==> config.mk <==
export PLATFORM = sky130hd
export DESIGN_NAME = y_fetch_pc
export DESIGN_NICKNAME = d
export VERILOG_FILES = /design/src/rtl/y_fetch_pkg.sv /design/src/rtl/y_pc_reg.sv /design/src/rtl/y_fetch_pc.sv
export SDC_FILE = /design/constraint.sdc
export NUM_CORES = 1
export LEC_CHECK = 0
export CAP_MARGIN = 20
export CORE_UTILIZATION = 49
export CTS_CLUSTER_DIAMETER = 80
export DETAILED_ROUTE_END_ITERATION = 10
export PLACE_DENSITY = 0.95
export RECOVER_POWER = 50
export SLEW_MARGIN = 10
export SYNTH_ARGS = -nofsm -noshare
export SYNTH_HDL_FRONTEND = slang
export SYNTH_SLANG_ARGS = --single-unit
==> constraint.sdc <==
create_clock -name clk -period 3.2 [get_ports clk]
set_input_delay 0.64 -clock clk [delete_from_list [all_inputs] [get_ports clk]]
set_output_delay 0.64 -clock clk [all_outputs]
set_load 0.01 [all_outputs]
==> src/rtl/y_fetch_pkg.sv <==
// Shared types and constants for the y_fetch PC / instruction-fetch stage.
package y_fetch_pkg;

  typedef enum logic [1:0] {
    StBoot,
    StReq,
    StWait,
    StValid
  } fetch_state_e;

  localparam int unsigned INSN_BYTES       = 4;
  localparam logic [31:0] DEFAULT_RESET_PC = 32'h0000_0000;

endpackage

==> src/rtl/y_pc_reg.sv <==
// Program-counter register: async reset, load (priority) and sequential increment.
module y_pc_reg
  import y_fetch_pkg::*;
#(
  parameter int unsigned      WIDTH    = 32,
  parameter logic [WIDTH-1:0] RESET_PC = '0
) (
  input  logic             clk,
  input  logic             rst_n,
  input  logic             load,
  input  logic [WIDTH-1:0] load_val,
  input  logic             inc,
  output logic [WIDTH-1:0] pc,
  output logic [WIDTH-1:0] pc_plus4
);

  logic [WIDTH-1:0] pc_q;

  // Wraps naturally at 2^WIDTH.
  assign pc_plus4 = pc_q + WIDTH'(INSN_BYTES);
  assign pc       = pc_q;

  always_ff @(posedge clk or negedge rst_n) begin
    if (!rst_n) begin
      pc_q <= RESET_PC;
    end else if (load) begin
      pc_q <= load_val;
    end else if (inc) begin
      pc_q <= pc_plus4;
    end
  end

endmodule

==> src/rtl/y_fetch_pc.sv <==
// PC and instruction-fetch stage: imem req/ack handshake and valid/ready to decode.
// Optional Y_FETCH_MISALIGN_TRAP_EN: misaligned redirects set a sticky error and park the FSM.
module y_fetch_pc
  import y_fetch_pkg::*;
#(
  parameter int unsigned      WIDTH    = 32,
  parameter logic [WIDTH-1:0] RESET_PC = DEFAULT_RESET_PC
) (
  input  logic             clk,
  input  logic             rst_n,
  input  logic [WIDTH-1:0] next_pc_in,
  input  logic             redirect,
  output logic             imem_req,
  output logic [WIDTH-1:0] imem_addr,
  input  logic             imem_ack,
  input  logic [WIDTH-1:0] imem_rdata,
  output logic             inst_valid,
  input  logic             inst_ready,
  output logic [WIDTH-1:0] inst_out,
  output logic [WIDTH-1:0] pc_out,
  output logic [WIDTH-1:0] pc_plus4
`ifdef Y_FETCH_MISALIGN_TRAP_EN
  ,
  output logic             misalign_err
`endif
);

  fetch_state_e     state_q, state_d;
  logic             pend_q, pend_d;
  logic [WIDTH-1:0] pend_pc_q, pend_pc_d;
  logic [WIDTH-1:0] inst_q, inst_d;
  logic             pc_load, pc_inc;
  logic [WIDTH-1:0] pc_load_val, pc;
  logic [WIDTH-1:0] tgt;
  logic             bad_tgt, trap, parked;

  assign tgt  = {next_pc_in[WIDTH-1:2], 2'b00};
  assign trap = redirect && bad_tgt && (state_q != StBoot);

`ifdef Y_FETCH_MISALIGN_TRAP_EN
  logic err_q;

  assign bad_tgt      = |next_pc_in[1:0];
  assign parked       = err_q;
  assign misalign_err = err_q;

  always_ff @(posedge clk or negedge rst_n) begin
    if (!rst_n) begin
      err_q <= 1'b0;
    end else if (trap) begin
      err_q <= 1'b1;
    end
  end
`else
  logic unused_tgt_lsbs;

  assign unused_tgt_lsbs = ^next_pc_in[1:0];
  assign bad_tgt         = 1'b0;
  assign parked          = 1'b0;
`endif

  always_comb begin
    state_d     = state_q;
    pend_d      = pend_q;
    pend_pc_d   = pend_pc_q;
    inst_d      = inst_q;
    pc_load     = 1'b0;
    pc_load_val = tgt;
    pc_inc      = 1'b0;

    unique case (state_q)
      StBoot: begin
        if (!parked) state_d = StReq;
      end
      StReq: begin
        state_d = StWait;
        if (redirect) begin
          pend_d    = 1'b1;
          pend_pc_d = tgt;
        end
      end
      StWait: begin
        if (imem_ack) begin
          if (redirect || pend_q) begin
            // Fetched word is stale: drop it and refetch from the newest target.
            pc_load     = 1'b1;
            pc_load_val = redirect ? tgt : pend_pc_q;
            pend_d      = 1'b0;
            state_d     = StReq;
          end else begin
            inst_d  = imem_rdata;
            state_d = StValid;
          end
        end else if (redirect) begin
          pend_d    = 1'b1;
          pend_pc_d = tgt;
        end
      end
      StValid: begin
        if (redirect) begin
          pc_load = 1'b1;
          state_d = StReq;
        end else if (inst_ready) begin
          pc_inc  = 1'b1;
          state_d = StReq;
        end
      end
      default: state_d = StBoot;
    endcase

    if (trap) begin
      state_d = StBoot;
      pend_d  = 1'b0;
      inst_d  = inst_q;
      pc_load = 1'b0;
      pc_inc  = 1'b0;
    end
  end

  always_ff @(posedge clk or negedge rst_n) begin
    if (!rst_n) begin
      state_q   <= StBoot;
      pend_q    <= 1'b0;
      pend_pc_q <= '0;
      inst_q    <= '0;
    end else begin
      state_q   <= state_d;
      pend_q    <= pend_d;
      pend_pc_q <= pend_pc_d;
      inst_q    <= inst_d;
    end
  end

  y_pc_reg #(
    .WIDTH    (WIDTH),
    .RESET_PC (RESET_PC)
  ) u_pc_reg (
    .clk      (clk),
    .rst_n    (rst_n),
    .load     (pc_load),
    .load_val (pc_load_val),
    .inc      (pc_inc),
    .pc       (pc),
    .pc_plus4 (pc_plus4)
  );

  assign imem_req   = (state_q == StReq) || (state_q == StWait);
  assign imem_addr  = pc;
  assign pc_out     = pc;
  assign inst_valid = (state_q == StValid);
  assign inst_out   = inst_q;

endmodule

=== After elaboration in Yosys (flattened, before gate mapping) ===
Index checks and enable logic that the tools add are counted.

* $add $sub $neg: 1
* Eq/ne operators: 7
* Muxes and demuxes: 24
* Bitwise logic cells: 1
* Reduce and logical (&&, ||, !) cells: 9

{| class="wikitable"
|+ Operators with widths
! operator !! number
|-
| 32-bit two-way mux || 7
|-
| 32-bit case mux with 2 select lines || 1
|-
| 32-bit by 3-bit adder with 32-bit output (second input constant) || 1
|-
| 1-bit two-way mux || 9
|-
| 2-bit two-way mux || 4
|-
| 2-bit case mux with 4 select lines || 1
|-
| 2-bit AND reduction || 3
|-
| 2-bit equality test (second input constant) || 2
|-
| 2-bit != test (second input constant) || 2
|-
| 1-bit case mux with 2 select lines || 2
|-
| 2-bit nonzero test || 2
|-
| 3-bit by 2-bit != test with 1-bit output (second input constant) || 1
|-
| 3-bit != test (second input constant) || 1
|-
| 3-bit AND reduction || 1
|-
| 2-bit by 1-bit equality test with 1-bit output (second input constant) || 1
|-
| 2-bit zero test || 1
|-
| 1-bit logical OR || 2
|-
| 1-bit NOT || 1
|}

* Register bits after elaboration: 99
* Bits of input ports: 69
* Output and inout port bits: 130

=== Logic depth before layout (Yosys ltp) ===
* Depth after elaboration: 5
* Depth in mapped cells: 9

=== By module ===
Synthesis repeated with hierarchy kept, for this count alone.

* Cell total of the unflattened synthesis: 524
* Area, all modules: 5647.9 um2

{| class="wikitable"
|+ Modules (own cells, without submodules)
! module !! times used !! cells each !! area an instance (um2)
|-
| y_fetch_pc || 1 || 235 || 3274.4
|-
| y_pc_reg || 1 || 289 || 2373.5
|}

=== Worst setup path after synthesis ===
No wires, ideal clock.

* Path kind: register to output
* From: reg u_pc_reg.pc_q[4], in the netlist u_pc_reg.pc[4]
* To: out pc_plus4[21]
* Arrival: 1754 ps
* Required time: 2560 ps
* Setup slack: 806 ps
* Stages on the path, launching flop included: 6
* Cells stage by stage: dfrtp_1 > buf_4 > nand4_2 > or3_2 > or2_1 > xnor2_1

* Word-level cells in the longest chain between the ends: 1

{| class="wikitable"
|+ RTL lines
! element !! line !! source
|-
| from (decl) || y_pc_reg.sv:17 || <nowiki>logic [WIDTH-1:0] pc_q;</nowiki>
|-
| from (signal assigned) || y_pc_reg.sv:27 || <nowiki>pc_q <= load_val;</nowiki>
|-
| from (signal assigned) || y_pc_reg.sv:29 || <nowiki>pc_q <= pc_plus4;</nowiki>
|-
| 32-bit by 3-bit adder with 32-bit output || y_pc_reg.sv:20 || <nowiki>assign pc_plus4 = pc_q + WIDTH'(INSN_BYTES);</nowiki>
|-
| to (decl) || y_fetch_pc.sv:21 || <nowiki>output logic [WIDTH-1:0] pc_plus4</nowiki>
|}

No other way between the ends.

=== Final worst setup path ===
* From: reg u_pc_reg.pc_q[9], in the netlist u_pc_reg.pc[9]
* To: out pc_plus4[25]

The elaborated chain is that of the path after synthesis.

==> flow_summary_export.csv <==
group,metric,value,unit
setup_path,slowest_delay,0.56,ns
synth,ys_seq_area_share,45.72,%
clocking,cts.htree.levels,3,
synth,ys.flop_type,"dfrtp_1",
layout,nFillCells,763,
layout,drive_gt1_share,20.06,%
routing,drtPass1Iterations,8,
setup_path,crit_end,"pc_plus4[25]",
timing,slew_headroom,-48.43,%
synth,yosys-top-cells-area,"dfrtp_1, mux2_2, buf_4",
clocking,numCtsBuffers,9,
routing,drc,0,
power,p_per_area,812.3,mW/mm^2
setup_path,end_kind,"output port",
layout,post-route-util,69.99,%
timing,min_period_over_period,96.84,%
clocking,cts_sinks,99,
grt,met1_usage,29.97,%
clocking,cts_hold_buffers,0,
timing,worstMarginPinSlew,2.226,ns
synth,synth_edf_count,0,
synth,synth_cell_types,57,
synth,synth_xor_xnor_area_share,4.687,%
routing,postRouteAntennaNets,0,
worst_hold_path,hold_path.class,"reg -> reg",
placement,hpwl,10.35,mm
placement,place_congestion,0.8367,
die,die_w,107.2,um
clocking,clock_latency,0.36,ns
synth,synth_top_cell_by_area,"dfrtp_1",
synth,synthCells,490,
setup_path,worstPathRequired,2.56,ns
setup_path,cp-start-kind,"flip-flop",
setup_path,cp_max_fo,7,
routing,drt_iter0_drc,326,
synth,syn-num-nets,563,
status,violations,"max-capacitance violations, max-slew violations",
setup_path,worstReg2RegEnd,"pend_pc_q[20]",
die,core-area,0.01079,mm^2
layout,finalNetCount,731,
layout,n_antenna_cell,0,
clocking,clk_pin_slew_worst_paths,0.10,ns
clocking,clockRootBuffer,"clkbuf_8",
synth,avgSynthCellArea,11.06,um^2
routing,vias_per_cell,5.785,
synth,async_flop_share,100.0,%
timing,clock_skew,0.01297,ns
power,vdd_drop_max,0.4594,mV
synth,synth_commonest_cells,"dfrtp_1, mux2_2, buf_4",
die,io_pins,199,
grt,grt_start_max_net_pins,100,
clocking,tritoncts,"done",
timing,rsz0062_at_grt,"yes",
synth,yosys_register_bits,99,
placement,numPlacedInstances,776,
die,initial_utilization,50.21,%
setup_path,rrSetupSlack,0.28,ns
layout,stdcell_count,803,
synth,synth_top_area_share,45.72,%
timing,worst_slack,0.1012,ns
grt,grt_pass1_vias,4768,
routing,wl,14.80,mm
routing,vias,4645,
routing,wl_per_cell,18.44,um
power,p_total,6136,uW
synth,synth_simple_gate_area_share,12.19,%
synth,yosysMostFrequentCell,"dfrtp_1",
grt,top_usage_layer,"met2",
placement,dp_slack,0.1893,ns
setup_path,crit_chain,"nand4_4 -> nor4_4 -> buf_4 -> nand2_1 -> xnor2_1 -> clkdlybuf4s50_1",
synth,yosysWarnings,0,
grt,gr-usage-met3,5.836,%
placement,port_buffers,196,
grt,use_met2,45.58,%
synth,synthMuxAreaShare,14.55,%
setup_path,crit_slowest_cell,"clkdlybuf4s50_1",
synth,synth_compound_area_share,13.25,%
synth,synth_fa_ha_area_share,0.9236,%
timing,max_freq,0.3227,GHz
run,drv_cap,1,
timing,min_period,3.099,ns
layout,final_area,0.007553,mm^2
setup_path,arrival,2.46,ns
grt,track_usage,25.86,%
setup_path,timing.rr.start,"state_q[0]",
power,power_leakage,0.003215,uW
die,dieArea,0.01148,mm^2
timing,hold_viol,0,
grt,grt_pass1_wl,23.09,mm
grt,grt_antenna_before_repair,0,
die,fp-row-count,38,
clocking,cts_buffer_depth,2,
timing,report.final.slew_viol_count,100,
setup_path,setup.worst_path.start,"u_pc_reg.pc[9]",
placement,placed_cell_area,0.007248,mm^2
setup_path,reg2reg_depth,6,
setup_path,critPathKind,"reg -> out",
status,outcome,"finished with violations",
timing,finalSetupViolCount,0,
synth,syn_area,0.005419,mm^2
grt,grt_overflow,0,
die,die_height,107.2,um
synth,synth_top_family_by_area,"multiplexers",
layout,syn2layout_area_growth,39.39,%
==> sequential cells by signal, summed over array words and instances (netlist names) <==
signal,flops
pend_q,1
pend_pc_q,32
state_q,2
u_pc_reg.pc,32
inst_out,32
==> cell type report <==
class / count / area [um^2] / area share, %
inverters: 7 / 26.28 / 0.3479
flip-flops and latches: 99 / 2494 / 33.01
repair buffers: 221 / 2150 / 28.46
multi-input cells: 320 / 2515 / 33.29
well taps: 140 / 175.2 / 2.319
clock buffers: 11 / 131.4 / 1.739
clock inverters: 5 / 62.56 / 0.8282
==> placed cells by master, fill, tap and decap left out, types with 4 or more instances in the layout <==
master	synthesis	layout
a21oi_1	19	19
a222oi_1	5	5
a22o_1	10	10
a22oi_1	13	13
a31oi_1	6	6
and3_1	5	5
buf_4	39	21
clkbuf_1	17	4
clkbuf_8	4	9
clkdlybuf4s50_1	0	151
dfrtp_1	99	86
dfrtp_2	0	13
dlygate4sd3_1	0	44
inv_1	7	7
mux2_2	62	62
mux2i_1	9	9
nand2_1	19	19
nand3_1	15	14
nand4_1	6	6
nor2_1	21	21
nor3b_1	4	4
o21ai_0	31	32
xnor2_1	20	20
xor2_1	9	9
==> critical path, delay by kind of cell, from the launching register on <==
| kind | cells | cell delay [ns] |
|---|---|---|
| xor gates and xnor gates | 1 | 0.17 |
| buffers and inverters | 2 | 0.75 |
| DFF | 1 | 0.49 |
| and+or+nand+nor | 3 | 0.69 |
==> stage by stage <==
stage	hold slack, ns	setup TNS [ns]
global placement	0.4649	0
floorplan	0.3444	0
CTS	0.3502	0
global route	0.5170	-0.1650
finish	0.4998	0
detailed placement	0.4752	0
==> worst min path at each step <==
| stage | from | endpoint | slack [ns] | cells past startpoint |
|---|---|---|---|---|
| after floorplan | rst_n | inst_out[0] | 0.34 | 0 |
| after global placement | pend_pc_q[28] | u_pc_reg.pc[28] | 0.46 | 2 |
| after detailed placement | pend_pc_q[1] | pend_pc_q[1] | 0.48 | 1 |
| after CTS | rst_n | inst_out[10] | 0.35 | 2 |
| after global routing | pend_pc_q[0] | pend_pc_q[0] | 0.52 | 1 |
| final | pend_pc_q[1] | pend_pc_q[1] | 0.50 | 1 |
==> cell families (layout without fill, tap and decap cells) <==
family / after synthesis / in the layout
adder cells (fa/ha/maj): 4 / 4
multiplexers: 71 / 71
AND/OR/NAND/NOR: 107 / 107
buffers and inverters: 71 / 244
XOR/XNOR: 29 / 29
AO/OA/AOI/OAI: 109 / 109
flip-flops: 99 / 99
==> where the power goes <==
group	total [uW]	leakage, uW	switching, uW	internal, uW
registers	2260	0.00119	492	1770
clock network	810	0.0000901	443	367
logic	3070	0.00194	1310	1760
==> per-layer routing <==
metal  wire (um)  up-vias
met5           0        -
met4         305        0
met3        1302       29
met2        7622      263
met1        5574     2276
li1            -     2077
==> what timing repair did <==
| action | CTS | global route |
|---|---|---|
| pin swaps | 1 | 3 |
| setup endpoints to repair | 16 | 16 |
| setup buffers | 1 | 10 |
| endpoints found under the hold margin | 0 | 0 |
| resized for setup | 10 | 10 |
No activity file was read; power rests on OpenSTA's default activity.
